`config.mk`:
```
export PLATFORM = sky130hd
export DESIGN_NAME = btn_debounce
export DESIGN_NICKNAME = d
export VERILOG_FILES = /design/src/rtl/btn_debounce.sv
export SDC_FILE = /design/constraint.sdc
export NUM_CORES = 1
export LEC_CHECK = 0
export CORE_MARGIN = 2
export CORE_UTILIZATION = 56
export CTS_BUF_LIST = sky130_fd_sc_hd__clkbuf_2
export DETAILED_ROUTE_END_ITERATION = 6
export PLACE_DENSITY_LB_ADDON = 0.08
export SLEW_MARGIN = 5
export SYNTH_ARGS = -nofsm -noshare
export SYNTH_HDL_FRONTEND = slang
export SYNTH_SLANG_ARGS = --single-unit
```
`constraint.sdc`:
```
create_clock -name clk -period 1.8 [get_ports clk]
set_input_delay 0.36 -clock clk [delete_from_list [all_inputs] [get_ports clk]]
set_output_delay 0.36 -clock clk [all_outputs]
set_load 0.02 [all_outputs]
```
`src/rtl/btn_debounce.sv`:
```
// btn_debounce: debounces a bank of raw push buttons against a 1 ms tick derived
// from the board timer's square wave, and emits one-cycle press/release pulses.
// Build option: define BTN_REPEAT_EN to add per-button auto-repeat on btn_press.
module btn_debounce #(
    parameter int unsigned N               = 4,
    parameter int unsigned DB_MS           = 20,
    parameter int unsigned REPEAT_DELAY_MS = 500,
    parameter int unsigned REPEAT_RATE_MS  = 100
) (
    input  logic         clk,
    input  logic         rst_n,
    input  logic         clk_1ms,
    input  logic [N-1:0] btn_in,
    output logic [N-1:0] btn_out,
    output logic [N-1:0] btn_press,
    output logic [N-1:0] btn_release
);

    localparam int unsigned   CW      = 10;
    localparam logic [CW-1:0] DB_LAST = CW'(DB_MS - 1);
`ifdef BTN_REPEAT_EN
    localparam logic [CW-1:0] RPT_LAST   = CW'(REPEAT_DELAY_MS - 1);
    localparam logic [CW-1:0] RPT_RELOAD = CW'(REPEAT_DELAY_MS - REPEAT_RATE_MS);
`endif

    typedef enum logic {
        ST_STABLE = 1'b0,
        ST_COUNT  = 1'b1
    } state_t;

    logic [1:0]   ms_sync;
    logic         ms_prev;
    logic         tick;
    logic [N-1:0] btn_meta;
    logic [N-1:0] btn_s;

    // Synchronise the 1 ms wave and register a one-cycle tick on its rising edge.
    always_ff @(posedge clk or negedge rst_n) begin
        if (!rst_n) begin
            ms_sync <= '0;
            ms_prev <= 1'b0;
            tick    <= 1'b0;
        end else begin
            ms_sync <= {ms_sync[0], clk_1ms};
            ms_prev <= ms_sync[1];
            tick    <= ms_sync[1] & ~ms_prev;
        end
    end

    // Two-flop synchroniser per raw button input.
    always_ff @(posedge clk or negedge rst_n) begin
        if (!rst_n) begin
            btn_meta <= '0;
            btn_s    <= '0;
        end else begin
            btn_meta <= btn_in;
            btn_s    <= btn_meta;
        end
    end

    for (genvar i = 0; i < N; i++) begin : g_btn
        state_t        state;
        logic [CW-1:0] cnt;
        logic          out_q;
        logic          press_q;
        logic          rel_q;
        logic          flip_c;
        logic          rpt_c;

        // Debounced level inverts on the tick that completes DB_MS stable mismatched ticks.
        assign flip_c = (state == ST_COUNT) && (btn_s[i] != out_q) && tick && (cnt == DB_LAST);

`ifdef BTN_REPEAT_EN
        logic [CW-1:0] rcnt;

        // A level change on the same tick takes priority over a repeat event.
        assign rpt_c = out_q && !flip_c && tick && (rcnt == RPT_LAST);

        // Hold-time counter: cleared while released or on the press, reloaded after each repeat.
        always_ff @(posedge clk or negedge rst_n) begin
            if (!rst_n) begin
                rcnt <= '0;
            end else if (!out_q || flip_c) begin
                rcnt <= '0;
            end else if (rpt_c) begin
                rcnt <= RPT_RELOAD;
            end else if (tick) begin
                rcnt <= rcnt + CW'(1);
            end
        end
`else
        assign rpt_c = 1'b0;
`endif

        // Per-button debounce FSM with registered level and edge pulses.
        always_ff @(posedge clk or negedge rst_n) begin
            if (!rst_n) begin
                state   <= ST_STABLE;
                cnt     <= '0;
                out_q   <= 1'b0;
                press_q <= 1'b0;
                rel_q   <= 1'b0;
            end else begin
                press_q <= (flip_c && !out_q) || rpt_c;
                rel_q   <= flip_c && out_q;
                case (state)
                    ST_STABLE: begin
                        cnt <= '0;
                        if (btn_s[i] != out_q) begin
                            state <= ST_COUNT;
                        end
                    end
                    ST_COUNT: begin
                        if (btn_s[i] == out_q) begin
                            // Any return to the current level abandons the count, tick or not.
                            cnt   <= '0;
                            state <= ST_STABLE;
                        end else if (tick) begin
                            if (cnt == DB_LAST) begin
                                out_q <= ~out_q;
                                cnt   <= '0;
                                state <= ST_STABLE;
                            end else begin
                                cnt <= cnt + CW'(1);
                            end
                        end
                    end
                    default: begin
                        cnt   <= '0;
                        state <= ST_STABLE;
                    end
                endcase
            end
        end

        assign btn_out[i]     = out_q;
        assign btn_press[i]   = press_q;
        assign btn_release[i] = rel_q;
    end

endmodule

```
==> results.md <==
- Starting DRT DRC Count: 167
- Clock Latency Late Sink: 0.50 ns
- Max Fanout on Critical Path: 6
- Share of cells above drive strength 1: about a fifth
- Wirelength, routed: 6897 um
- Flops & latches, synth: 68
- Post-synth ARST share: 100.0%
- Worst Tran Pin Value: about 0.76 ns
- Critical path required time: 2.24 ns
- PwrDens: about 700 nW/um2
- Most frequent cells after synthesis: dfrtp_1 (68), nand3_1 (39), nand2_1 (32), a31oi_1 (30), nor2_1 (26)
- Final Skew: 0.02066 ns
- Placed Area: around 3700 um2
- Hold Path Class: input pin to flop
- Post-DP HPWL: 4558 um
- Hold Violations, Final: 0
- Critical setup path kind: flop to flop
- Filler cell count: 482
- Max-cap viol count: 0
- DRT antenna net count: 0
- Nets: around 380
- Post-synthesis simple-gate area fraction: 26.48%
- Yosys cell types: 43
- Cell taking the most area after synthesis: dfrtp_1
- Grt ovf: 0
- First-pass GRT wire length: 11410 um
- Core area: 5886 um2
- Predominant post-synthesis flop cell: dfrtp_1
- Post-synthesis xor/xnor area fraction: under 10%
- Initial antenna violation count: 0
- Die area: between 6000 and 7000 um2
- Area growth syn-to-layout: 15.64%
- Max-slew violation count: 0
- Num ports: 19
- VDD IR max: 0.6095 mV
- Synth top area share: 50.30%
- Synth Area in Adders: 1.479%
- Status: complete, no violations
- Fin crit period: 1.683 ns
- Crit path launch type: flop
- TritonCTS clock tree: yes
- Largest family of logic cells by synthesized area: simple AND/OR/NAND/NOR gates
- FP Rows: 28
- TNS Setup: 0 ns
- Fin util: 66.48%
- Mux cell area share after synthesis: 1.738%
- Worst-path clk slew: 0.19 ns
- Leak Pwr: 1.702 nW
- Largest net degree at the start of global routing: roughly 70
- Die height: 81.73 um
- # setup viols final: 0
- Die Width: 81.73 um
- Total Routing Usage GR: 22.55%
- Avg Synthesized Cell Area: slightly above 10 um2
- DRC viols: 0
- Post-Synthesis Cells: 336
- Crit. End Element: flop
- Pre-CTS setup slack: -0.01410 ns
- Vias: about 2700
- Root Driver: clkbuf_2
- IO buf count: 18
- Sequential area share after synthesis: 50.30%
- Ys Warns: 0
- Slew headroom: approximately half
- Synth Area in Compound Gates: 13.91%
- Most frequent cell after synthesis: dfrtp_1
- Initial core utilization: 57.48%
- Final std cells w/o fill: roughly 450
- Final RePlAce weighted congestion: 0.8914
- Post-Place Cells: 427
- EDFF count, synth: 0
- Post-synthesis instance area: 3383 um2
- Total nets after synthesis: ~350
- Vias in the first global route: about 2500
- Setup ws final: between 0.1 and 0.15 ns
- Num CTS Buffers: 9
- Design area: 3913 um2
- Synth area leaders: dfrtp_1 (50%), nand3_1 (5.8%), a31oi_1 (5.5%), nand2_1 (3.6%), buf_4 (3.3%)
- CP arrival: 2.13 ns
- WL/cell: 15.29 um
- DRT Pass-1 Iters: 5
- # diodes: 0
- Highest clock rate: 0.5940 GHz
- Htree depth: 3
- TritonCTS Sinks: 68
- Vias per inst: 6.007
- Tcrit/Tclk final: between 90 and 100%
- Clock Path Buffers: 2
[report_power, final]
group | switching (W) | internal, W | leakage, nW | total, W
clock | 0.000559 | 0.000451 | 0.0716 | 0.00101
combinational | 0.0000785 | 0.0000527 | 0.717 | 0.000131
sequential | 0.0000155 | 0.00155 | 0.913 | 0.00157
total | 0.000654 | 0.00205 | 1.70 | 0.00271
[metrics by stage]
| step | total power [W] | hold WS [ns] |
|---|---|---|
| after floorplan | 0.001652 | 0.06441 |
| after global placement | 0.001719 | 0.3323 |
| after detailed placement | 0.001722 | 0.3347 |
| after CTS | 0.002741 | 0.2058 |
| after global routing | 0.002850 | 0.1737 |
| final | 0.002708 | 0.2699 |
[final cells by class]
class                      count  area [um2]  share of cell area (%)
tap                           75       93.84                   2.398
clock inverter                 7       91.34                   2.335
timing repair buffer          50       415.4                   10.62
multi-input combinational    242        1565                   40.01
sequential                    68        1702                   43.49
clock buffer                   9       45.04                   1.151
[flip-flops by register name, indices dropped and copies added (netlist names), 2 cells and up]
| name | count |
|---|---|
| g_btn.cnt | 40 |
| btn_meta | 4 |
| btn_s | 4 |
| g_btn.out_q | 4 |
| g_btn.press_q | 4 |
| g_btn.rel_q | 4 |
| g_btn.state | 4 |
| ms_sync | 2 |
[cell families after synthesis]
logic type               Yosys count
adder cells (fa/ha/maj)            4
AND/OR/NAND/NOR                  162
multiplexers                       5
AO/OA/AOI/OAI                     66
buffers and inverters             26
flip-flops                        68
XOR/XNOR                           5
[worst paths after layout]
| check | start | endpoint | slack [ns] | cells after the start |
|---|---|---|---|---|
| min in group asynchronous | rst_n | g_btn[1].cnt[5]$_DFFE_PN0P_ | 0.35 | 3 |
| hold / removal | btn_in[2] | btn_meta[2]$_DFF_PN0_ | 0.27 | 1 |
| setup / recovery | g_btn[1].out_q$_DFFE_PN0P_ | g_btn[1].cnt[3]$_DFFE_PN0P_ | 0.12 | 4 |
| setup reg to reg | g_btn[1].out_q$_DFFE_PN0P_ | g_btn[1].cnt[3]$_DFFE_PN0P_ | 0.12 | 4 |
| max in group asynchronous | rst_n | g_btn[0].cnt[5]$_DFFE_PN0P_ | 1.15 | 3 |
| hold reg to reg | btn_meta[0]$_DFF_PN0_ | btn_s[0]$_DFF_PN0_ | 0.37 | 0 |
[worst max-delay path, stage by stage (launching register included)]
cell and delay [ns]:
dfrtp_1 0.47, xnor2_1 0.20, nor3b_1 0.65, a31o_1 0.18, a22o_1 0.14
[what timing repair did]
action | CTS | global route
hold buffers | 1 | 0
endpoints found under the setup margin | 14 | 24
pin swaps | 1 | 4
gates resized for setup | 12 | 9
endpoints found under the hold margin | 68 | 0
buffers inserted | 3 | 4
[routing by layer]
| metal | global-route usage [%] | share of wire, % | up-vias |
|---|---|---|---|
| li1 | - | - | 1322 |
| met2 | 34.96 | 49 | 88 |
| met4 | 7.667 | 0.64 | 0 |
| met1 | 29.81 | 45 | 1295 |
| met3 | 7.473 | 5.3 | 4 |
| met5 | 0 | 0 | - |
[cell usage in the layout, fill, tap and decap left out, drive strengths merged, types with 5 or more instances in the layout]
master	Yosys	final
a41oi	7	7
dfrtp	68	68
nor3b	15	15
dlygate4sd2	0	12
nand4	6	6
and3	9	9
clkdlybuf4s50	0	5
nor2	26	26
o21ai	9	9
nand2	32	32
a31oi	30	30
and2	6	6
buf	21	32
nand3	39	39
a22o	8	8
clkbuf	5	9
(Power assumes the default switching activity.)
